===== src/rtl/mux4_scan_sequencer.sv =====
// Word-to-serial scanner for a 4:1 mux: latches an accepted word on mux_in, steps mux_sel
// through all four positions, and emits each sampled bit plus the reassembled word.
module mux4_scan_sequencer #(
   parameter int DWELL     = 1,
   parameter bit MSB_FIRST = 1'b0
) (
   input  logic       clk,
   input  logic       reset,
   input  logic       in_valid,
   input  logic [3:0] in_data,
   output logic       in_ready,
   output logic [3:0] mux_in,
   output logic [1:0] mux_sel,
   input  logic       mux_result,
   output logic       bit_valid,
   output logic       bit_out,
   output logic [1:0] bit_idx,
   output logic       word_valid,
   output logic [3:0] word_out,
   output logic       busy
);

   localparam int            CW        = $clog2(DWELL) + 1;
   localparam logic [CW-1:0] CNT_INIT  = CW'(DWELL - 1);
   localparam logic [CW-1:0] CNT_ONE   = CW'(1);
   localparam logic [1:0]    SEL_START = MSB_FIRST ? 2'd3 : 2'd0;
   localparam logic [1:0]    SEL_LAST  = MSB_FIRST ? 2'd0 : 2'd3;

   typedef enum logic {IDLE, SCAN} state_t;

   state_t        state_q, state_d;
   logic [3:0]    mux_in_q, mux_in_d;
   logic [1:0]    mux_sel_q, mux_sel_d;
   logic [CW-1:0] cnt_q, cnt_d;
   logic [3:0]    shadow_q, shadow_d;
   logic          bit_valid_q, bit_valid_d;
   logic          bit_out_q, bit_out_d;
   logic [1:0]    bit_idx_q, bit_idx_d;
   logic          word_valid_q, word_valid_d;
   logic [3:0]    word_out_q, word_out_d;

   always_ff @(posedge clk) begin
      if (reset) begin
         state_q      <= IDLE;
         mux_in_q     <= 4'd0;
         mux_sel_q    <= SEL_START;
         cnt_q        <= CNT_INIT;
         shadow_q     <= 4'd0;
         bit_valid_q  <= 1'b0;
         bit_out_q    <= 1'b0;
         bit_idx_q    <= 2'd0;
         word_valid_q <= 1'b0;
         word_out_q   <= 4'd0;
      end else begin
         state_q      <= state_d;
         mux_in_q     <= mux_in_d;
         mux_sel_q    <= mux_sel_d;
         cnt_q        <= cnt_d;
         shadow_q     <= shadow_d;
         bit_valid_q  <= bit_valid_d;
         bit_out_q    <= bit_out_d;
         bit_idx_q    <= bit_idx_d;
         word_valid_q <= word_valid_d;
         word_out_q   <= word_out_d;
      end
   end

   always_comb begin
      state_d      = state_q;
      mux_in_d     = mux_in_q;
      mux_sel_d    = mux_sel_q;
      cnt_d        = cnt_q;
      shadow_d     = shadow_q;
      bit_valid_d  = 1'b0;
      bit_out_d    = bit_out_q;
      bit_idx_d    = bit_idx_q;
      word_valid_d = 1'b0;
      word_out_d   = word_out_q;
      case (state_q)
         IDLE: begin
            if (in_valid) begin
               mux_in_d  = in_data;
               mux_sel_d = SEL_START;
               cnt_d     = CNT_INIT;
               shadow_d  = 4'd0;
               state_d   = SCAN;
            end
         end
         SCAN: begin
            if (cnt_q != '0) begin
               cnt_d = cnt_q - CNT_ONE;
            end else begin
               bit_out_d           = mux_result;
               bit_idx_d           = mux_sel_q;
               bit_valid_d         = 1'b1;
               shadow_d[mux_sel_q] = mux_result;
               if (mux_sel_q == SEL_LAST) begin
                  // Merged shadow includes the bit sampled on this same edge.
                  word_out_d   = shadow_d;
                  word_valid_d = 1'b1;
                  mux_sel_d    = SEL_START;
                  state_d      = IDLE;
               end else begin
                  mux_sel_d = MSB_FIRST ? (mux_sel_q - 2'd1) : (mux_sel_q + 2'd1);
                  cnt_d     = CNT_INIT;
               end
            end
         end
         default: state_d = IDLE;
      endcase
   end

   assign in_ready   = (state_q == IDLE) && !reset;
   assign mux_in     = mux_in_q;
   assign mux_sel    = mux_sel_q;
   assign bit_valid  = bit_valid_q;
   assign bit_out    = bit_out_q;
   assign bit_idx    = bit_idx_q;
   assign word_valid = word_valid_q;
   assign word_out   = word_out_q;
   assign busy       = (state_q == SCAN);

endmodule


===== config.mk =====
export PLATFORM = sky130hd
export DESIGN_NAME = mux4_scan_sequencer
export DESIGN_NICKNAME = d
export VERILOG_FILES = /design/src/rtl/mux4_scan_sequencer.sv
export SDC_FILE = /design/constraint.sdc
export NUM_CORES = 1
export LEC_CHECK = 0
export ABC_AREA = 1
export CAP_MARGIN = 5
export CORE_ASPECT_RATIO = 1.4
export CORE_UTILIZATION = 30
export CTS_BUF_LIST = sky130_fd_sc_hd__clkbuf_4 sky130_fd_sc_hd__clkbuf_8
export DETAILED_ROUTE_END_ITERATION = 7
export SLEW_MARGIN = 40
export SYNTH_ARGS = -nofsm -noshare
export SYNTH_HDL_FRONTEND = slang
export SYNTH_SLANG_ARGS = --single-unit
export TNS_END_PERCENT = 20

===== constraint.sdc =====
create_clock -name clk -period 1.4 [get_ports clk]
set_input_delay 0.14 -clock clk [delete_from_list [all_inputs] [get_ports clk]]
set_output_delay 0.14 -clock clk [all_outputs]
set_load 0.02 [all_outputs]

==> results.sh <==
export IMPL_status="finished, final reports clean"
export IMPL_wl_met1_um=823
export IMPL_cp_max_fo=3
export IMPL_ant_nets=0
export IMPL_crit_type="reg -> out"
export IMPL_clock_latency_ps=310
export IMPL_p_leak_nw=0.701
export IMPL_final_cell_mix="nand2_1, dfxtp_1, inv_1, dlygate4sd2_1, nor2_1"
export IMPL_cts_root_buf="clkbuf_4"
export IMPL_total_power_w=0.00126
export IMPL_tightestPinTransition_ps=263
export IMPL_drive_gt1_share_pct=12.0
export IMPL_min_path_type="in -> reg"
export IMPL_post_dp_hpwl_um=1380
export IMPL_arrival_ps=1160
export IMPL_rrSetupSlack_ps=130
export IMPL_fmax_mhz=767
export IMPL_synth_seq_area_share_pct=46.3
export IMPL_synth_nets=125
export IMPL_numCtsBuffers=3
export IMPL_synth_distinct_cells=17
export IMPL_slew_headroom_pct=82.3
export IMPL_final_nets=156
export IMPL_min_to="mux_in[2]"
export IMPL_postSynthAreaPerCell_um2=7.72
export IMPL_setup_viol=0
export IMPL_highest_layer="met4"
export IMPL_synth_area_um2=865
export IMPL_postLayoutCoreUtil_pct=45.4
export IMPL_grt_pass1_wl_um=3130
export IMPL_diodes=0
export IMPL_grtUsageTotal_pct=14.0
export IMPL_remaining_drc_errors=0
export IMPL_initial_core_util_pct=32.4
export IMPL_p_per_area_nw_per_um2=1040
export IMPL_area_delta_synth_final_pct=40.1
export IMPL_grt_overflow_total=0
export IMPL_timing_hold_violations_final=0
export IMPL_dpl_cell_count=174
export IMPL_vdd_drop_max_mv=0.528
export IMPL_drtPass1Iterations=4
export IMPL_hold_depth=5
export IMPL_htree_levels=1
export IMPL_hold_buffers=0
export IMPL_yosys_warnings=0
export IMPL_n_fill_cell=300
export IMPL_synth_area_leaders="dfxtp_1, nand2_1, ha_1"
export IMPL_cts_setup_buffers=0
export IMPL_r2r_end="word_out[0]"
export IMPL_grt_max_degree=13
export IMPL_antenna_found_initial=0
export IMPL_gp_congestion=0.809
export IMPL_period_needed_ps=1300
export IMPL_hold_worst_slack_ps=431
export IMPL_coreArea_um2=2670
export IMPL_drt_initial_drc_count=18
export IMPL_instances_no_fill=178
export IMPL_rsz0062_at_grt="no"
export IMPL_vias=745
export IMPL_startpoint_type="register"
export IMPL_num_io_pins=25
export IMPL_clock_skew_ps=13.6
export IMPL_rows=22
export IMPL_maxCapViolCount=0
export IMPL_wl_per_cell_um=10.4
export IMPL_cts_sink_count=20
export IMPL_cp_end_kind="output port"
export IMPL_port_buffers=24
export IMPL_yosys_area_top_type="dfxtp_1"
export IMPL_die_y_um=65.5
export IMPL_clkSlewWorstSetupHoldPaths_ps=130
export IMPL_clock_path_buffers=2
export IMPL_min_period_over_period_pct=93.2
export IMPL_mostFrequentLayoutCell="nand2_1"
export IMPL_wl_met3_um=88
export IMPL_routed_wl_um=1850
export IMPL_synth_cells=112
export IMPL_fin_ws_ps=95.5
export IMPL_die_width_um=47.4
export IMPL_dieArea_um2=3100
export IMPL_vias_per_cell=4.19
export IMPL_yosysTopAreaCellShare_pct=46.3
export IMPL_final_max_slew_violation_count=0
export IMPL_dr_wl_met2_um=919
export IMPL_rr_worst_depth=5
export IMPL_r2r_start="mux_sel[0]"
export IMPL_post_place_ws_ps=-70.4
export IMPL_hp_start="in_data[2]"
export IMPL_cts_tree="done"
export IMPL_ys_ff_latch=20
export IMPL_grt_pass1_vias=741
export IMPL_cp_data_required_time_ps=1260
how the worst max path moves through the flow:
stage,startpoint,to,slack (ps),depth (start not counted)
after floorplan,mux_sel[0],shadow_q[0],190,5
after global placement,reset,in_ready,-20,3
after global routing,mux_sel[0],word_out[0],3,5
after CTS,word_out[3],word_out[3],1,1
after detailed placement,reset,in_ready,-70,3
final,busy,in_ready,100,2
cell type report:
type	count	area, µm²	area share (%)
repair buffers	28	272	22.4
clock buffers	3	22.5	1.86
clock inverters	1	30.0	2.48
flip-flops and latches	20	400	33.1
inverters	14	52.6	4.34
multi-input cells	76	389	32.1
well taps	36	45.0	3.72
registers in the layout, indices dropped and copies added (netlist names):
signal / flops
bit_idx: 2
bit_out: 1
bit_valid: 1
busy: 1
mux_in: 4
mux_sel: 2
shadow_q: 4
word_out: 4
word_valid: 1
layer usage:
metal | vias up | track usage, %
met5 | - | 0
met4 | 0 | 6.43
met1 | 329 | 17.3
li1 | 395 | -
met3 | 2 | 1.65
met2 | 19 | 22.9
synthesized netlist by cell type:
master    n
nand2_1  43
dfxtp_1  20
inv_1    11
nor2_1   10
ha_1      5
nand3_1   5
inv_2     3
nor2_4    3
o21ai_0   3
buf_6     2
a21oi_1   1
a21oi_2   1
nand2_4   1
nor2_2    1
o211a_1   1
o21a_1    1
o21ai_1   1
worst max-delay path: stages (launching register included):
cell and delay [ps]:
dfxtp_1 360, nor2_2 140, dlygate4sd2_1 350
stage by stage:
step	instance area (µm²)	setup TNS, ps
floorplan	865	0
global placement	1160	-22.4
detailed placement	1160	-70.4
CTS	1200	0
global route	1210	0
finish	1210	0
what timing repair did:
item / CTS / global route
endpoints found under the setup margin: 11 / 6
hold endpoints to repair: 0 / 0
cloned: 0 / 0
gates resized for setup: 11 / 6
power breakdown:
group | leakage, nW | switching [W] | internal (W)
Sequential | 0.163 | 0.0000149 | 0.000591
Clock | 0.0279 | 0.000187 | 0.000289
Combinational | 0.509 | 0.000101 | 0.0000772
Total | 0.701 | 0.000303 | 0.000958
kinds of logic after synthesis:
logic type | after synthesis | share of synthesized area [%]
compound gates | 8 | 5.93
flops | 20 | 46.3
simple gates | 63 | 31.8
buf+inv | 16 | 8.68
fa+ha+maj | 5 | 7.24
No activity file was read; power rests on OpenSTA's default activity.
